[src/rtl/inv_mix_columns_seq_pkg.sv]
// Shared constants for the column-serial InvMixColumns engine: FSM encoding,
// geometry, GF(2^8) coefficients and byte-index helpers.
package inv_mix_columns_seq_pkg;

  localparam int COL_W    = 32;
  localparam int NUM_COLS = 4;
  localparam int STATE_W  = COL_W * NUM_COLS;

  localparam logic [1:0] ST_IDLE = 2'd0;
  localparam logic [1:0] ST_BUSY = 2'd1;
  localparam logic [1:0] ST_DONE = 2'd2;

  // Row 0 of each circulant matrix; row r uses element (j - r) mod 4 for input byte j.
  localparam logic [7:0] INV_COEF [4] = '{8'h0e, 8'h0b, 8'h0d, 8'h09};
  localparam logic [7:0] FWD_COEF [4] = '{8'h02, 8'h03, 8'h01, 8'h01};

  function automatic logic [7:0] xtime(input logic [7:0] a);
    return {a[6:0], 1'b0} ^ (a[7] ? 8'h1b : 8'h00);
  endfunction

  // MSB position of byte s(r,c) inside the 128-bit state.
  function automatic int byte_msb(input int r, input int c);
    return STATE_W - 1 - 8 * (4 * c + r);
  endfunction

endpackage

[src/rtl/inv_mix_columns_seq_if.sv]
// Handshake bundle for inv_mix_columns_seq; the fwd mode bit exists only
// when IMC_FWD_MODE_EN is defined.
interface inv_mix_columns_seq_if;
  import inv_mix_columns_seq_pkg::*;

  logic               in_valid;
  logic               in_ready;
  logic [STATE_W-1:0] in_state;
  logic               out_valid;
  logic               out_ready;
  logic [STATE_W-1:0] out_state;
  logic               busy;
`ifdef IMC_FWD_MODE_EN
  logic               fwd;
`endif

  modport master (
    output in_valid, in_state, out_ready,
`ifdef IMC_FWD_MODE_EN
    output fwd,
`endif
    input  in_ready, out_valid, out_state, busy
  );

  modport slave (
    input  in_valid, in_state, out_ready,
`ifdef IMC_FWD_MODE_EN
    input  fwd,
`endif
    output in_ready, out_valid, out_state, busy
  );

endinterface

[src/rtl/inv_mix_columns_seq_imc_column.sv]
// Single-column (Inv)MixColumns transform built from constant GF(2^8) multipliers.
// IMC_FWD_MODE_EN adds the forward coefficient set and the i_fwd select.
module gf_mul_const
  import inv_mix_columns_seq_pkg::*;
#(
  parameter logic [7:0] COEF = 8'h01
) (
  input  logic [7:0] i_a,
  output logic [7:0] o_p
);
  // All AES coefficients fit in 4 bits, so x, 2x, 4x, 8x cover every product.
  logic [7:0] w_pow [4];

  assign w_pow[0] = i_a;
  assign w_pow[1] = xtime(w_pow[0]);
  assign w_pow[2] = xtime(w_pow[1]);
  assign w_pow[3] = xtime(w_pow[2]);

  always_comb begin
    o_p = 8'h00;
    for (int k = 0; k < 4; k++) begin
      if (COEF[k]) o_p ^= w_pow[k];
    end
  end
endmodule

module imc_column
  import inv_mix_columns_seq_pkg::*;
(
  input  logic [COL_W-1:0] i_col,
`ifdef IMC_FWD_MODE_EN
  input  logic             i_fwd,
`endif
  output logic [COL_W-1:0] o_col
);
  logic [7:0] w_a   [4];
  logic [7:0] w_inv [4][4];
`ifdef IMC_FWD_MODE_EN
  logic [7:0] w_fwd [4][4];
`endif

  for (genvar j = 0; j < 4; j++) begin : g_in
    assign w_a[j] = i_col[COL_W-1-8*j -: 8];
    for (genvar k = 0; k < 4; k++) begin : g_coef
      gf_mul_const #(.COEF(INV_COEF[k])) u_inv (.i_a(w_a[j]), .o_p(w_inv[j][k]));
`ifdef IMC_FWD_MODE_EN
      gf_mul_const #(.COEF(FWD_COEF[k])) u_fwd (.i_a(w_a[j]), .o_p(w_fwd[j][k]));
`endif
    end
  end

  always_comb begin
    o_col = '0;
    for (int i = 0; i < 4; i++) begin
      for (int j = 0; j < 4; j++) begin
`ifdef IMC_FWD_MODE_EN
        o_col[COL_W-1-8*i -: 8] ^= i_fwd ? w_fwd[j][(j-i) & 3] : w_inv[j][(j-i) & 3];
`else
        o_col[COL_W-1-8*i -: 8] ^= w_inv[j][(j-i) & 3];
`endif
      end
    end
  end
endmodule

[src/rtl/inv_mix_columns_seq.sv]
// Column-serial AES InvMixColumns: one shared column unit, one column per cycle.
// Optional IMC_FWD_MODE_EN latches a fwd bit on accept to run forward MixColumns.
module inv_mix_columns_seq #(
  parameter int NUM_COLS = inv_mix_columns_seq_pkg::NUM_COLS,
  parameter int COL_W    = inv_mix_columns_seq_pkg::COL_W
) (
  input  logic                 clk,
  input  logic                 rst_n,
  inv_mix_columns_seq_if.slave bus
);
  import inv_mix_columns_seq_pkg::*;

  logic [1:0]                r_fsm;
  logic [1:0]                r_cnt;
  logic [NUM_COLS*COL_W-1:0] r_state;
  logic [COL_W-1:0]          w_col_in;
  logic [COL_W-1:0]          w_col_out;
`ifdef IMC_FWD_MODE_EN
  logic                      r_fwd;
`endif

  // Column 0 is the most significant word of the state.
  assign w_col_in = r_state[(NUM_COLS-1-int'(r_cnt))*COL_W +: COL_W];

  imc_column u_col (
    .i_col (w_col_in),
`ifdef IMC_FWD_MODE_EN
    .i_fwd (r_fwd),
`endif
    .o_col (w_col_out)
  );

  always_ff @(posedge clk or negedge rst_n) begin
    if (!rst_n) begin
      r_fsm   <= ST_IDLE;
      r_cnt   <= 2'd0;
      r_state <= '0;
`ifdef IMC_FWD_MODE_EN
      r_fwd   <= 1'b0;
`endif
    end else begin
      case (r_fsm)
        ST_IDLE: begin
          if (bus.in_valid) begin
            r_state <= bus.in_state;
            r_cnt   <= 2'd0;
            r_fsm   <= ST_BUSY;
`ifdef IMC_FWD_MODE_EN
            r_fwd   <= bus.fwd;
`endif
          end
        end
        ST_BUSY: begin
          r_state[(NUM_COLS-1-int'(r_cnt))*COL_W +: COL_W] <= w_col_out;
          r_cnt <= r_cnt + 2'd1;
          if (r_cnt == 2'(NUM_COLS - 1)) r_fsm <= ST_DONE;
        end
        ST_DONE: begin
          if (bus.out_ready) r_fsm <= ST_IDLE;
        end
        default: r_fsm <= ST_IDLE;
      endcase
    end
  end

  assign bus.in_ready  = (r_fsm == ST_IDLE);
  assign bus.out_valid = (r_fsm == ST_DONE);
  assign bus.busy      = (r_fsm != ST_IDLE);
  assign bus.out_state = r_state;

endmodule

[src/flat_wrapper.sv]
// flat-port wrapper written by rule: the top's interface ports become plain ports
module inv_mix_columns_seq_flat import inv_mix_columns_seq_pkg::*;
#(
  parameter int NUM_COLS = inv_mix_columns_seq_pkg::NUM_COLS,
  parameter int COL_W    = inv_mix_columns_seq_pkg::COL_W
)
  (clk, rst_n, bus_in_valid, bus_in_state, bus_out_ready, bus_in_ready, bus_out_valid, bus_out_state, bus_busy);
  inv_mix_columns_seq_if bus_i ();
  input  logic clk;
  input  logic rst_n;
  input wire logic [$bits(bus_i.in_valid)-1:0] bus_in_valid;
  input wire logic [$bits(bus_i.in_state)-1:0] bus_in_state;
  input wire logic [$bits(bus_i.out_ready)-1:0] bus_out_ready;
  output wire logic [$bits(bus_i.in_ready)-1:0] bus_in_ready;
  output wire logic [$bits(bus_i.out_valid)-1:0] bus_out_valid;
  output wire logic [$bits(bus_i.out_state)-1:0] bus_out_state;
  output wire logic [$bits(bus_i.busy)-1:0] bus_busy;
  assign bus_i.in_valid = bus_in_valid;
  assign bus_i.in_state = bus_in_state;
  assign bus_i.out_ready = bus_out_ready;
  assign bus_in_ready = bus_i.in_ready;
  assign bus_out_valid = bus_i.out_valid;
  assign bus_out_state = bus_i.out_state;
  assign bus_busy = bus_i.busy;
  inv_mix_columns_seq #(.NUM_COLS(NUM_COLS), .COL_W(COL_W)) u_core (.clk(clk), .rst_n(rst_n), .bus(bus_i));
endmodule
[config.mk]
export PLATFORM = sky130hd
export DESIGN_NAME = inv_mix_columns_seq_flat
export DESIGN_NICKNAME = d
export VERILOG_FILES = /design/src/rtl/inv_mix_columns_seq_pkg.sv /design/src/rtl/inv_mix_columns_seq_if.sv /design/src/rtl/inv_mix_columns_seq_imc_column.sv /design/src/rtl/inv_mix_columns_seq.sv /design/src/flat_wrapper.sv
export SDC_FILE = /design/constraint.sdc
export NUM_CORES = 1
export LEC_CHECK = 0
export ABC_AREA = 1
export ABC_CLOCK_PERIOD_IN_PS = 3100
export BUFFER_PORTS_ARGS = -buffer_cell sky130_fd_sc_hd__buf_2
export CAP_MARGIN = 20
export CELL_PAD_IN_SITES_DETAIL_PLACEMENT = 1
export CELL_PAD_IN_SITES_GLOBAL_PLACEMENT = 2
export CORE_MARGIN = 2
export CORE_UTILIZATION = 29
export CTS_CLUSTER_DIAMETER = 40
export DETAILED_ROUTE_END_ITERATION = 10
export GPL_TIMING_DRIVEN = 0
export PLACE_DENSITY_LB_ADDON = 0.1
export SETUP_SLACK_MARGIN = 0.02
export SLEW_MARGIN = 20
export SYNTH_ARGS = -nofsm -noshare
export SYNTH_HDL_FRONTEND = slang
export SYNTH_SLANG_ARGS = --single-unit
[constraint.sdc]
create_clock -name clk -period 3.1 [get_ports clk]
set_input_delay 0.31 -clock clk [delete_from_list [all_inputs] [get_ports clk]]
set_output_delay 0.31 -clock clk [all_outputs]
set_load 0.05 [all_outputs]
==> out/qor.yml <==
outcome: "finished, final reports clean"
syn-num-nets: 2017
synth_area_per_cell_um2: 6.24
cell_count_after_synthesis: 1881
timing_max_transition_violations_final: 0
drt-total-wl_um: 69000
vias_per_cell: 5.28
gp_congestion: 0.949
grt_overflow: 0
floorplan.die_area_um2: 42100
met1_usage_pct: 42.4
cts_sinks: 132
gr-usage-met3_pct: 3.98
hold_path.startpoint: "bus_out_ready"
final_worst_setup_slack_ns: 0.0949
finalCritPeriodShare_pct: 96.9
synthMostInstantiatedCell: "sky130_fd_sc_hd__nand2_1"
numPortBuffers: 262
antenna_found_initial: 0
setup_violations: 0
htreeDepth: 4
vias: 14500
drc_violations_left: 0
post-synth-top-area-fraction_pct: 28.2
io_pins: 263
firstDrtPassIters: 6
clock.fmax_mhz: 333
postSynth.topFlopCell: "sky130_fd_sc_hd__dfrtp_1"
initial_core_util_pct: 29.5
worst-endpoint-required_ns: 3.48
synth_commonest_cells: "sky130_fd_sc_hd__nand2_1 (703), sky130_fd_sc_hd__a21oi_1 (248), sky130_fd_sc_hd__nand3_1 (192)"
clk_pin_slew_worst_paths_ns: 0.07
max_capacitance_violation_total: 0
fin_worst_skew_ns: 0.0129
dieWidth_um: 205
drt-initial-drc-count: 1049
rows: 73
grt-busiest-layer: "met2"
start_kind: "flip-flop"
grt_first_pass_wirelength_um: 97900
worst_r2r_startpoint: "u_core.r_cnt[0]"
yosysUniqueCellTypes: 36
synth_sequential_area_ratio_pct: 28.2
preCtsSetupSlack_ns: -1.07
ys_seq_elements: 132
worst_slew_pin_slew_ns: 1.05
path_class: "reg2reg"
largest_net_degree_at_the_start_of_global_routing: 90
finished_cell_area_um2: 15500
final-hold-violation-count: 0
grt_pass1_vias: 14500
numCtsBuffers: 17
antenna-diode-count: 0
path_max_fanout: 10
grt_met2_usage_pct: 55.5
wl_per_cell_um: 25.2
nNetsFinal: 2340
cts_max_path_buffers: 2
netlist_area_um2: 11700
worstSetupStartpoint: "u_core.r_cnt[0]"
place.detailed.hpwl_um: 56700
fp.coreArea_um2: 39800
placed_cells: 2669
final_cell_count_without_fillers: 2742
yosys_warnings: 0
cts_tree: "done"
synth_top_cells_by_area: "sky130_fd_sc_hd__dfrtp_1 (28%), sky130_fd_sc_hd__nand2_1 (22%), sky130_fd_sc_hd__a21oi_1 (11%)"
synth_enable_flop_cells: 0
layout-drive-gt1-share_pct: 27.2
detail-route-antenna-nets: 0
dpl_cell_area_um2: 13700
netlist.top_cell.by_area: "sky130_fd_sc_hd__dfrtp_1"
timing.max_slew.rel_slack_pct: 30.2
critPathCaptureType: "flip-flop"
synth-async-reset-ratio_pct: 100
rsz0062_at_grt: "yes"
layout-area-overhead-vs-synth_pct: 31.9
totalNegativeSetupSlack_ns: 0
layout.filler_cells: 5294
worstPathArrival_ns: 3.39
worstHoldPathType: "in2reg"
ctsRootBufferMaster: "sky130_fd_sc_hd__clkbuf_16"
period_needed_ns: 3.01
grt_usage_pct: 32.6
die-height_um: 205
insertion_delay_ns: 0.45
final cells by class:
type | instances | area, µm² | share of cell area [%]
multi-input cells | 1564 | 8330 | 53.9
clock buffers | 19 | 433 | 2.80
flip-flops and latches | 132 | 3300 | 21.4
inverters | 94 | 374 | 2.42
plain buffers | 90 | 526 | 3.40
repair buffers | 305 | 1690 | 10.9
well taps | 525 | 657 | 4.25
clock inverters | 13 | 148 | 0.955
logic make-up after synthesis:
group,count (synthesis),share of synthesized area [%]
XOR/XNOR,115,9.23
buffers and inverters,185,7.03
AND/OR/NAND/NOR,1178,43.6
adder cells (fa/ha/maj),4,0.427
AO/OA/AOI/OAI,267,11.6
flip-flops,132,28.2
registers in the layout, indices dropped and copies added, names as in the netlist:
signal,cells
u_core.r_cnt,2
u_core.r_fsm,2
u_core.bus.out_state,128
critical path, stage by stage, from the launching register on:
cell,delay [ns]
sky130_fd_sc_hd__dfrtp_1,0.39
sky130_fd_sc_hd__buf_6,0.18
sky130_fd_sc_hd__inv_6,0.06
sky130_fd_sc_hd__buf_8,0.14
sky130_fd_sc_hd__buf_8,0.15
sky130_fd_sc_hd__nand2_1,0.06
sky130_fd_sc_hd__nand3_1,0.12
sky130_fd_sc_hd__nand2_4,0.16
sky130_fd_sc_hd__inv_2,0.08
sky130_fd_sc_hd__nand2_1,0.11
sky130_fd_sc_hd__nand2_4,0.07
sky130_fd_sc_hd__buf_4,0.16
sky130_fd_sc_hd__xnor2_4,0.30
sky130_fd_sc_hd__xnor2_1,0.16
sky130_fd_sc_hd__xnor2_2,0.46
sky130_fd_sc_hd__nand4_1,0.18
sky130_fd_sc_hd__a21oi_1,0.16
per-layer routing:
layer | routed length, µm | vias to the layer above
li1 | - | 6746
met1 | 30000 | 7158
met2 | 33300 | 465
met3 | 3270 | 102
met4 | 2400 | 0
met5 | 0 | -
placed cells by master (no fill, tap or decap), types with 15 or more instances in the layout:
cell	synthesis	routed
sky130_fd_sc_hd__a21oi_1	248	245
sky130_fd_sc_hd__nor2_1	135	130
sky130_fd_sc_hd__buf_2	13	270
sky130_fd_sc_hd__nand3_1	192	187
sky130_fd_sc_hd__nand2_4	9	59
sky130_fd_sc_hd__xor2_1	63	53
sky130_fd_sc_hd__nand2_1	703	634
sky130_fd_sc_hd__nand4_1	49	49
sky130_fd_sc_hd__nand2_2	64	83
sky130_fd_sc_hd__clkbuf_16	0	17
sky130_fd_sc_hd__dfrtp_1	132	131
sky130_fd_sc_hd__buf_4	9	47
sky130_fd_sc_hd__inv_2	19	17
sky130_fd_sc_hd__inv_1	73	71
sky130_fd_sc_hd__xnor2_1	42	36
sky130_fd_sc_hd__clkbuf_1	51	37
sky130_fd_sc_hd__clkbuf_2	0	15
path summary, 6_finish.rpt:
check / slack, ns / to / cells past startpoint
setup reg to reg: 0.09 / u_core.bus.out_state[118] / 16
setup / recovery: 0.09 / u_core.bus.out_state[118] / 16
max in group asynchronous: 1.91 / u_core.bus.out_state[6] / 3
hold / removal: 0.04 / u_core.r_fsm[1] / 2
min in group asynchronous: 0.35 / u_core.bus.out_state[125] / 2
hold reg to reg: 0.57 / u_core.bus.out_state[91] / 2
stage by stage:
step           hold WS [ns]  utilization, %
6_report             0.0379            38.8
3_5_place_dp          0.241            34.5
3_3_place_gp          0.503            34.4
4_1_cts              0.0339            36.9
2_1_floorplan        0.0144               -
5_1_grt              0.0513            38.8
timing repair:
action	4_1_cts	5_1_grt
gates resized for setup	77	135
hold buffers	1	0
cloned	0	0
endpoints found under the setup margin	126	115
pin swaps	5	22
buffers inserted	7	34
hold endpoints to repair	43	0
Power is left out: the tool's default activity adds up to more than one toggle a clock period on the data nets, which glitch-free logic cannot reach.
